File: src/rtl/syn_pkg.sv
// Shared types and constants for the synaptic weight RMW controller.
package syn_pkg;

    typedef enum logic [1:0] {
        ST_IDLE = 2'd0,
        ST_RD   = 2'd1,
        ST_CAP  = 2'd2,
        ST_WR   = 2'd3
    } state_t;

    localparam logic OP_READ   = 1'b0;
    localparam logic OP_UPDATE = 1'b1;

    localparam int unsigned SYN_W_BITS = 4;

endpackage

File: src/rtl/syn_word_update.sv
// Combinational saturating +/-1 on each masked packed weight of a word.
module syn_word_update
    import syn_pkg::*;
#(
    parameter int unsigned DATA_WIDTH = 32,
    parameter int unsigned W_BITS     = SYN_W_BITS,
    localparam int unsigned NSYN      = DATA_WIDTH / W_BITS
) (
    input  logic [DATA_WIDTH-1:0] word,
    input  logic [NSYN-1:0]       mask,
    input  logic [NSYN-1:0]       sign,
    output logic [DATA_WIDTH-1:0] result
);

    localparam logic [W_BITS-1:0] W_MAX = '1;

    logic [W_BITS-1:0] fld;

    // Each field saturates on its own; no carry between neighbours.
    always_comb begin
        result = word;
        fld    = '0;
        for (int i = 0; i < int'(NSYN); i++) begin
            fld = word[i*W_BITS +: W_BITS];
            if (mask[i]) begin
                if (sign[i]) begin
                    if (fld != '0) begin
                        result[i*W_BITS +: W_BITS] = fld - W_BITS'(1);
                    end
                end else if (fld != W_MAX) begin
                    result[i*W_BITS +: W_BITS] = fld + W_BITS'(1);
                end
            end
        end
    end

endmodule

File: src/rtl/synaptic_rmw_ctrl.sv
// Read-modify-write controller owning the synaptic weight SRAM port.
// Optional macro SYN_UPD_CNT_EN adds the UPD_CNT completed-update counter.
module synaptic_rmw_ctrl
    import syn_pkg::*;
#(
    parameter int unsigned ADDR_WIDTH = 8,
    parameter int unsigned DATA_WIDTH = 32,
    parameter int unsigned W_BITS     = SYN_W_BITS,
    localparam int unsigned NSYN      = DATA_WIDTH / W_BITS
) (
    input  logic                  CK,
    input  logic                  RST,
    input  logic                  REQ_VALID,
    output logic                  REQ_READY,
    input  logic                  REQ_OP,
    input  logic [ADDR_WIDTH-1:0] REQ_ADDR,
    input  logic [NSYN-1:0]       REQ_MASK,
    input  logic [NSYN-1:0]       REQ_SIGN,
    output logic                  RSP_VALID,
    output logic [DATA_WIDTH-1:0] RSP_DATA,
    output logic                  SRAM_CS,
    output logic                  SRAM_WE,
    output logic [ADDR_WIDTH-1:0] SRAM_A,
    output logic [DATA_WIDTH-1:0] SRAM_D,
    input  logic [DATA_WIDTH-1:0] SRAM_Q
`ifdef SYN_UPD_CNT_EN
    ,
    output logic [15:0]           UPD_CNT
`endif
);

    state_t                state, state_next;
    logic                  op_q, op_d;
    logic [ADDR_WIDTH-1:0] addr_q, addr_d;
    logic [NSYN-1:0]       mask_q, mask_d;
    logic [NSYN-1:0]       sign_q, sign_d;

    logic                  ready_d, rsp_valid_d, cs_d, we_d;
    logic [DATA_WIDTH-1:0] rsp_data_d, sram_d_d;
    logic [ADDR_WIDTH-1:0] sram_a_d;
    logic [DATA_WIDTH-1:0] new_word;

    syn_word_update #(
        .DATA_WIDTH (DATA_WIDTH),
        .W_BITS     (W_BITS)
    ) u_word_update (
        .word   (SRAM_Q),
        .mask   (mask_q),
        .sign   (sign_q),
        .result (new_word)
    );

    // Outputs are computed for the state being entered, so they are
    // valid exactly while the FSM sits in that state.
    always_comb begin
        state_next  = state;
        op_d        = op_q;
        addr_d      = addr_q;
        mask_d      = mask_q;
        sign_d      = sign_q;
        ready_d     = 1'b0;
        rsp_valid_d = 1'b0;
        rsp_data_d  = RSP_DATA;
        cs_d        = 1'b0;
        we_d        = 1'b0;
        sram_a_d    = '0;
        sram_d_d    = '0;
        unique case (state)
            ST_IDLE: begin
                if (REQ_VALID) begin
                    op_d       = REQ_OP;
                    addr_d     = REQ_ADDR;
                    mask_d     = REQ_MASK;
                    sign_d     = REQ_SIGN;
                    cs_d       = 1'b1;
                    sram_a_d   = REQ_ADDR;
                    state_next = ST_RD;
                end else begin
                    ready_d = 1'b1;
                end
            end
            ST_RD: begin
                state_next = ST_CAP;
            end
            ST_CAP: begin
                if (op_q == OP_UPDATE) begin
                    cs_d       = 1'b1;
                    we_d       = 1'b1;
                    sram_a_d   = addr_q;
                    sram_d_d   = new_word;
                    state_next = ST_WR;
                end else begin
                    rsp_valid_d = 1'b1;
                    rsp_data_d  = SRAM_Q;
                    ready_d     = 1'b1;
                    state_next  = ST_IDLE;
                end
            end
            ST_WR: begin
                ready_d    = 1'b1;
                state_next = ST_IDLE;
            end
            default: state_next = ST_IDLE;
        endcase
    end

    always_ff @(posedge CK or posedge RST) begin
        if (RST) begin
            state     <= ST_IDLE;
            op_q      <= 1'b0;
            addr_q    <= '0;
            mask_q    <= '0;
            sign_q    <= '0;
            REQ_READY <= 1'b1;
            RSP_VALID <= 1'b0;
            RSP_DATA  <= '0;
            SRAM_CS   <= 1'b0;
            SRAM_WE   <= 1'b0;
            SRAM_A    <= '0;
            SRAM_D    <= '0;
        end else begin
            state     <= state_next;
            op_q      <= op_d;
            addr_q    <= addr_d;
            mask_q    <= mask_d;
            sign_q    <= sign_d;
            REQ_READY <= ready_d;
            RSP_VALID <= rsp_valid_d;
            RSP_DATA  <= rsp_data_d;
            SRAM_CS   <= cs_d;
            SRAM_WE   <= we_d;
            SRAM_A    <= sram_a_d;
            SRAM_D    <= sram_d_d;
        end
    end

`ifdef SYN_UPD_CNT_EN
    // Counts write-back edges; wraps naturally at 16 bits.
    always_ff @(posedge CK or posedge RST) begin
        if (RST) begin
            UPD_CNT <= '0;
        end else if (state == ST_WR) begin
            UPD_CNT <= UPD_CNT + 16'd1;
        end
    end
`endif

endmodule

File: config.mk
export PLATFORM = sky130hd
export DESIGN_NAME = synaptic_rmw_ctrl
export DESIGN_NICKNAME = d
export VERILOG_FILES = /design/src/rtl/syn_pkg.sv /design/src/rtl/syn_word_update.sv /design/src/rtl/synaptic_rmw_ctrl.sv
export SDC_FILE = /design/constraint.sdc
export NUM_CORES = 1
export LEC_CHECK = 0
export ABC_AREA = 1
export CORE_ASPECT_RATIO = 0.9
export CORE_MARGIN = 5
export CORE_UTILIZATION = 49
export DETAILED_ROUTE_END_ITERATION = 10
export HOLD_SLACK_MARGIN = 0.15
export PLACE_DENSITY = 0.8
export RECOVER_POWER = 100
export SYNTH_ARGS = -nofsm -noshare
export SYNTH_HDL_FRONTEND = slang
export SYNTH_SLANG_ARGS = --single-unit
export TNS_END_PERCENT = 10
File: constraint.sdc
create_clock -name CK -period 3.89 [get_ports CK]
set_clock_uncertainty 0.15 [all_clocks]
set_input_delay 0.778 -clock CK [delete_from_list [all_inputs] [get_ports CK]]
set_output_delay 0.778 -clock CK [all_outputs]
set_load 0.005 [all_outputs]
==> flow_summary_export.csv, run 1 <==
group,metric,value,unit
outcome,outcome,"finished, final reports clean",
final_layout,multiInputGateArea,2080,µm²
place,port_buffers,135,
worst_hold_path,hold_class,"register to register",
final_layout,nets,824,
cts,ctsLongestPathBuffers,2,
timing,maxSlewHeadroom,0.230,
floorplanning,start_util,0.502,
yosys,synth.most_common_cell,"nand2_1",
cts,cts_setup_buffers,0,
timing,setup_violations,0,
final_layout,ff_latch_area,2580,µm²
place,dpl_worst_slack,1.32,ns
cts,cts.sinks,103,
setup_path,critPathArrivalTime,2.92,ns
run,drv_cap,0,
yosys,synth_cell_types,27,
routing,routedWlPerCell,15.2,µm
pwr,p_leak,3.45,nW
final_layout,n_antenna_cell,0,
yosys,syn_area_per_cell,8.38,µm²
timing,hold_viol,0,
global_route,grt_pass1_wl,22300,µm
cts,cts_hold_buf,0,
floorplanning,rows,35,
final_layout,nFillCells,894,
timing,rsz0062_at_grt,"no",
timing,max_clock_freq,0.354,GHz
yosys,yosysSeqAreaShare,0.499,
final_layout,drive_gt1_frac,0.0372,
yosys,ys_seq_elements,103,
timing,tightest_slew,1.15,ns
final_layout,area_growth,30.6,%
global_route,grt-ovfl-total,0,
setup_path,crit_path_frequent_cell,"nand2_1",
routing,drc_errors,0,
yosys,synth_top_cell_by_area,"dfrtp_1",
final_layout,fin_util,0.656,
yosys,synth_common_cells,"nand2_1, dfrtp_1, inv_1",
setup_path,critical_path_class,"primary input to register",
final_layout,finalNonFillerCells,882,
setup_path,cp_slowest_stage_delay,0.94,ns
routing,viasPerCell,5.35,
routing,postRouteAntennaNets,0,
yosys,synth_edf_count,0,
routing,drt_iter0_drc,275,
cts,clk_latency,0.34,ns
yosys,yosysWarnings,0,
routing,dr.pass1.iters,5,
yosys,synthesis.nets,693,
yosys,async_flop_share,1.00,
global_route,grt_pass1_vias,4606,
floorplanning,pin_count,136,
cts,cts-root-buf,"clkbuf_16",
place,hpwl,9590,µm
setup_path,end_kind,"register",
timing,fin_ws,1.06,ns
timing,report.final.slew_viol_count,0,
cts,cts_made_buffers,9,
yosys,synth_top_area_frac,0.494,
cts,clk_pin_slew,0.08,ns
place,post_dp_cell_area,6550,µm²
place,dp_cells,866,
yosys,synth_cells,617,
cts,htree_levels,3,
global_route,antenna_found_initial,0,
floorplanning,coreArea,10300,µm²
global_route,grtUsageTotal,0.212,
yosys,dominantRegCellSynth,"dfrtp_1",
setup_path,crit_chain,"dlygate4sd3_1 > nand2_1 > inv_1 > nand2_1 > o21ai_0",
setup_path,worstPathRequired,3.99,ns
timing,period_needed,2.83,ns
setup_path,cp-start-kind,"primary input",
timing,tns,0,ns
timing,post-route-period-util,0.727,
pwr,power_density,626,nW/µm²
final_layout,finish.instance_area,6750,µm²
global_route,grt_max_degree,64,
setup_path,crit_path_max_fanout,40,
yosys,syn_area,5170,µm²
routing,drt_wl_total,13400,µm
floorplanning,die_area,12700,µm²
floorplanning,dieWidth,118,µm
cts,cts_tree,"done",
setup_path,cp_slowest_cell,"inv_1",
floorplanning,chipHeight,107,µm
routing,vias,4720,
pwr,ir_drop,0.321,mV
place,gp_congestion,0.894,
cts,cts_resized,0,
yosys,ys_top_cells_by_area,"dfrtp_1, nand2_1, nand3_1, o21ai_0, inv_1",
## critical path, delay by kind of cell
| kind | cells | cell delay (ns) |
|---|---|---|
| compound gates | 1 | 0.15 |
| buf+inv | 2 | 1.48 |
| simple gates | 2 | 0.49 |
## cell families after synthesis
kind of cell    share of synthesized area
xor+xnor                           0.0136
simple gates                        0.224
fa+ha+maj                          0.0387
compound gates                      0.146
buf+inv                            0.0787
flops                               0.499
## layout make-up
type	instances	area share
multi-input cells	429	0.307
well taps	129	0.0239
clock buffers	9	0.0334
flip-flops and latches	103	0.382
clock inverters	7	0.0132
repair buffers	137	0.202
inverters	68	0.0385
## per-layer routing
layer / global-route usage / vias up / share of wire
met1: 0.275 / 2237 / 0.43
met5: 0 / - / 0
li1: - / 2271 / -
met4: 0.0565 / 0 / 0.014
met3: 0.0483 / 21 / 0.073
met2: 0.357 / 191 / 0.49
## registers in the layout (all words and copies together), names as in the netlist
name,count
REQ_READY,1
RSP_DATA,32
RSP_VALID,1
SRAM_A,8
SRAM_CS,1
SRAM_D,32
SRAM_WE,1
addr_q,8
mask_q,8
op_q,1
sign_q,8
state,2
## worst paths after layout
| kind | from | to | slack [ns] | cells past startpoint |
|---|---|---|---|---|
| setup / recovery | REQ_VALID | SRAM_A[3] | 1.06 | 5 |
| hold reg to reg | RSP_DATA[2] | RSP_DATA[2] | 0.34 | 2 |
| min in group asynchronous | RST | SRAM_D[15] | 0.93 | 2 |
| max in group asynchronous | RST | SRAM_D[7] | 1.14 | 3 |
| hold / removal | RSP_DATA[2] | RSP_DATA[2] | 0.34 | 2 |
| setup reg to reg | state[1] | SRAM_A[3] | 1.53 | 5 |
## where the power goes
part / switching (mW) / total [mW] / internal [mW] / leakage [nW]
combinational: 0.838 / 1.54 / 0.699 / 1.97
clock: 0.431 / 0.947 / 0.516 / 0.152
sequential: 0.273 / 1.74 / 1.47 / 1.33
total: 1.54 / 4.23 / 2.69 / 3.45
## cells in the final DEF (no fill, tap or decap), types with 2 or more instances in the layout
master	synthesis	routed
clkdlybuf4s50_1	0	49
dfrtp_1	102	102
nand2_1	181	183
inv_1	58	59
o21ai_0	48	82
dlygate4sd3_1	0	86
nand3_1	53	53
nor2_1	30	31
inv_4	1	2
inv_8	0	3
clkinv_4	0	2
clkbuf_16	0	9
xnor2_1	4	4
o211ai_1	8	8
o21ai_1	14	4
ha_1	16	16
inv_2	9	7
a21oi_1	35	35
xor2_1	4	4
nand4_1	7	7
## through the flow
step	total power, mW	hold WS, ns
global placement	3.44	0.313
floorplan	2.72	0.303
detailed placement	3.53	0.319
finish	4.23	0.336
global route	4.56	0.354
CTS	4.50	0.338
No activity file was read; power rests on OpenSTA's default activity.
==> run 2, diff against run 1 <==
- clock period: 3.89 -> 2.7 ns (I/O delays scaled with it)
==> flow_summary_export.csv, run 2 (synthesis results as in run 1) <==
group,metric,value,unit
global_route,grtUsageTotal,0.210,
cts,ctsLongestPathBuffers,2,
final_layout,n_antenna_cell,0,
timing,maxSlewHeadroom,0.203,
routing,drc_errors,0,
final_layout,nFillCells,829,
floorplanning,chipHeight,107,µm
routing,dr.pass1.iters,6,
cts,htree_levels,3,
setup_path,cp_slowest_cell,"dlygate4sd3_1",
pwr,p_leak,3.44,nW
setup_path,cpLargestDelayFamily,"buffers and inverters",
timing,rsz0062_at_grt,"no",
setup_path,critical_path_buf_inv_count,1,
setup_path,end_kind,"output pin",
floorplanning,dieWidth,118,µm
global_route,grt_pass1_wl,21800,µm
pwr,p_total,5.98,mW
timing,tns,0,ns
floorplanning,die_area,12700,µm²
global_route,grt_max_degree,64,
pwr,power_density,888,nW/µm²
floorplanning,rows,35,
setup_path,crit_path_max_fanout,1,
routing,postRouteAntennaNets,0,
timing,fin_ws,0.561,ns
cts,cts_made_buffers,9,
floorplanning,start_util,0.502,
final_layout,ff_latch_area,2580,µm²
final_layout,reg_top3,"RSP_DATA x32, SRAM_D x32",
final_layout,layout_commonest_cell,"nand2_1",
cts,clk_latency,0.35,ns
place,post_dp_cell_area,6580,µm²
setup_path,critPathArrivalTime,1.45,ns
cts,clk_pin_slew,0.07,ns
setup_path,ff2ff_setup_slack,0.74,ns
floorplanning,coreArea,10300,µm²
routing,routedWlPerCell,14.9,µm
timing,tightest_slew,1.20,ns
place,dpl_worst_slack,0.415,ns
cts,cts_hold_buf,0,
place,port_buffers,135,
timing,period_needed,2.14,ns
cts,cts.sinks,103,
setup_path,worstPathRequired,2.01,ns
cts,cts-root-buf,"clkbuf_16",
place,hpwl,9350,µm
global_route,grt_pass1_vias,4584,
cts,cts_resized,0,
cts,cts_tree,"done",
place,gp_congestion,0.865,
timing,max_clock_freq,0.467,GHz
final_layout,multiInputGateArea,2080,µm²
timing,hold_viol,0,
routing,drt_iter0_drc,390,
routing,vias,4698,
routing,viasPerCell,5.31,
final_layout,area_growth,30.3,%
pwr,ir_drop,0.523,mV
timing,report.final.slew_viol_count,0,
setup_path,critical_path_class,"register to output pin",
timing,setup_violations,0,
timing,post-route-period-util,0.792,
outcome,outcome,"finished, final reports clean",
setup_path,cp-start-kind,"register",
global_route,antenna_found_initial,1,
final_layout,drive_gt1_frac,0.0424,
worst_hold_path,hold_class,"register to register",
setup_path,cp_slowest_stage_delay,0.58,ns
routing,drt_wl_total,13200,µm
setup_path,crit_chain,"dlygate4sd3_1",
run,drv_cap,0,
final_layout,finish.instance_area,6740,µm²
floorplanning,pin_count,136,
final_layout,final_cell_mix,"nand2_1, dfrtp_1, dlygate4sd3_1",
global_route,grt-ovfl-total,0,
cts,cts_setup_buffers,0,
final_layout,nets,826,
-- run 2: cell count changes in the layout (fill, tap and decap cells not counted), moves of 2 or more --
cell / previous run / this run
clkinv_4: 2 / 0
inv_2: 7 / 9
inv_4: 2 / 0
inv_6: 0 / 4
inv_8: 3 / 0
-- run 2: per-stage QoR --
stage          hold slack (ns)  std cells  utilization
6_report                 0.334        884        0.654
5_1_grt                  0.350        884        0.654
4_1_cts                  0.336        884        0.667
3_5_place_dp             0.320        868        0.639
3_3_place_gp             0.315        868        0.639
2_1_floorplan            0.303        617            -
-- run 2: area by class of cell --
cell class / instances / share of cell area
sequential: 103 / 0.383
tap: 129 / 0.0240
timing repair buffer: 139 / 0.204
clock inverter: 7 / 0.00817
clock buffer: 9 / 0.0334
inverter: 68 / 0.0381
multi-input combinational: 429 / 0.309
-- run 2: power by group --
part           internal (mW)  switching, mW  total (mW)  leakage [nW]
clock                  0.637          0.607        1.24         0.133
combinational           1.01           1.22        2.24          1.98
sequential              2.12          0.384        2.50          1.33
-- run 2: worst min-delay path, delay by kind of cell, from the launching register on --
kind             cells  cell delay, ns
flip-flops           1            0.34
AND/OR/NAND/NOR      1            0.05
AO/OA/AOI/OAI        1            0.06
-- run 2: worst paths after layout --
check,from,end,depth (start not counted)
max,REQ_READY,REQ_READY,1
min,RSP_DATA[17],RSP_DATA[17],2
max reg2reg,state[0],REQ_READY,6
min reg2reg,RSP_DATA[17],RSP_DATA[17],2
max in group asynchronous,RST,addr_q[3],3
min in group asynchronous,RST,SRAM_D[21],3
-- run 2: metal layers --
metal | part of all wire | global-route usage | wire length (µm) | vias up
met2 | 0.46 | 0.351 | 6120 | 228
met1 | 0.43 | 0.263 | 5610 | 2168
li1 | - | - | - | 2271
met5 | 0.00083 | 0 | 11 | -
met4 | 0.018 | 0.0655 | 238 | 2
met3 | 0.091 | 0.0615 | 1200 | 29
==> run 3, diff against run 2 <==
- CORE_UTILIZATION: 49 -> 44
- PLACE_DENSITY: 0.8 -> 0.76
- clock period: 2.7 -> 1.8 ns (I/O delays scaled with it)
==> flow_summary_export.csv, run 3 (synthesis results as in run 1) <==
group,metric,value,unit
outcome,outcome,"finished, final reports clean",
setup_path,critical_path_buf_inv_count,1,
floorplanning,dieWidth,124,µm
cts,cts_tree,"done",
global_route,grt_max_degree,64,
final_layout,drive_gt1_frac,0.123,
cts,clk_pin_slew,0.07,ns
setup_path,worstReg2RegEnd,"SRAM_D[31]",
worst_hold_path,hold_depth,2,
setup_path,reg2reg_from,"state[0]",
setup_path,crit_chain,"clkdlybuf4s50_1",
worst_hold_path,hp-start,"RSP_DATA[11]",
floorplanning,die_area,14000,µm²
worst_hold_path,hold_class,"register to register",
setup_path,cp_slowest_cell,"clkdlybuf4s50_1",
pwr,power_density,1300,nW/µm²
routing,dr.pass1.iters,5,
timing,period_needed,1.76,ns
timing,maxSlewHeadroom,0.722,
timing,rsz0062_at_grt,"no",
setup_path,cp_slowest_stage_delay,0.52,ns
cts,cts_made_buffers,9,
final_layout,n_antenna_cell,0,
final_layout,nets,897,
routing,vias,4919,
cts,cts_setup_buffers,0,
timing,hold_viol,0,
global_route,antenna_found_initial,0,
timing,tightest_slew,0.414,ns
setup_path,ff2ff_setup_slack,0.22,ns
final_layout,fin_util,0.642,
final_layout,ff_latch_area,2580,µm²
cts,htree_levels,3,
place,port_buffers,135,
timing,hold_slack,0.329,ns
setup_path,cp-start-kind,"register",
global_route,grt_pass1_vias,5130,
routing,drc_errors,0,
cts,clk_latency,0.35,ns
global_route,grt_pass1_wl,25100,µm
setup_path,crit_path_max_fanout,2,
pwr,ir_drop,0.633,mV
timing,report.final.slew_viol_count,0,
final_layout,nFillCells,1025,
pwr,p_total,9.60,mW
setup_path,critical_path_class,"register to output pin",
timing,post-route-period-util,0.978,
final_layout,multiInputGateArea,2090,µm²
cts,cts.sinks,103,
routing,drt_wl_total,14700,µm
final_layout,reg_top3,"RSP_DATA x32, SRAM_D x32",
worst_hold_path,hold_path_end,"RSP_DATA[11]",
setup_path,end_kind,"output pin",
place,gp_congestion,0.926,
cts,ctsLongestPathBuffers,2,
global_route,grt-ovfl-total,0,
routing,routedWlPerCell,15.0,µm
place,hpwl,11000,µm
routing,viasPerCell,5.01,
setup_path,r2r_cells,6,
final_layout,area_growth,42.6,%
floorplanning,rows,37,
pwr,p_leak,3.63,nW
final_layout,layout_commonest_cell,"nand2_1",
setup_path,cpLargestDelayFamily,"buffers and inverters",
floorplanning,start_util,0.450,
setup_path,worstPathRequired,1.29,ns
cts,cts-root-buf,"clkbuf_16",
setup_path,critPathArrivalTime,1.25,ns
final_layout,final_cell_mix,"nand2_1, clkdlybuf4s50_1, dfrtp_1",
routing,drt_iter0_drc,342,
global_route,grtUsageTotal,0.219,
routing,postRouteAntennaNets,0,
timing,max_clock_freq,0.568,GHz
timing,setup_violations,0,
floorplanning,pin_count,136,
floorplanning,coreArea,11500,µm²
floorplanning,chipHeight,113,µm
run,drv_cap,0,
run 3: cell count changes in the layout (fill, tap and decap cells not counted), moves of 2 or more:
cell / previous run / this run
clkbuf_2: 1 / 3
clkdlybuf4s50_1: 49 / 130
buf_12: 0 / 3
buf_4: 2 / 65
dlygate4sd3_1: 86 / 3
clkdlybuf4s25_1: 0 / 2
o21ai_0: 82 / 78
o21ai_1: 4 / 8
run 3: how the worst max path moves through the flow:
stage	start	to	slack, ns	depth (start not counted)
2_1_floorplan	RST	RSP_DATA[0]	0.06	1
3_3_place_gp	SRAM_Q[0]	SRAM_D[3]	-0.14	9
3_5_place_dp	SRAM_Q[28]	SRAM_D[28]	-0.24	9
4_1_cts	RSP_DATA[9]	RSP_DATA[9]	0.02	1
5_1_grt	RSP_DATA[9]	RSP_DATA[9]	0.001	1
6_report	RSP_DATA[9]	RSP_DATA[9]	0.04	1
run 3: repair_timing:
item / 4_1_cts / 5_1_grt
endpoints found under the setup margin: 1 / 6
hold endpoints to repair: 5 / 0
gates resized for setup: 1 / 5
hold buffers: 1 / 0
run 3: power by group:
| part | internal (mW) | leakage, nW | switching, mW |
|---|---|---|---|
| clock | 1.12 | 0.145 | 0.887 |
| sequential | 3.18 | 1.33 | 0.598 |
| combinational | 1.89 | 2.16 | 1.92 |
run 3: per-stage QoR:
step / worst slack, ns / TNS (ns) / cells / instance area, µm²
2_1_floorplan: 0.0592 / 0 / 617 / 5170
3_3_place_gp: -0.140 / -2.19 / 965 / 7160
3_5_place_dp: -0.236 / -3.96 / 965 / 7160
4_1_cts: 0.0240 / 0 / 982 / 7480
5_1_grt: 0.00136 / 0 / 982 / 7370
6_report: 0.0396 / 0 / 982 / 7370
run 3: layout make-up:
cell class	count	area share
Sequential cell	103	0.350
Inverter	68	0.0355
Tap cell	156	0.0265
Clock inverter	6	0.00917
Multi-Input combinational cell	429	0.284
Timing Repair Buffer	210	0.263
Clock buffer	10	0.0324
run 3: per-layer routing:
layer,global-route usage,vias to the layer above,share of wire
met1,0.273,2300,0.43
met3,0.0543,26,0.064
met4,0.0789,0,0.021
met5,0,-,0
li1,-,2421,-
met2,0.371,172,0.48
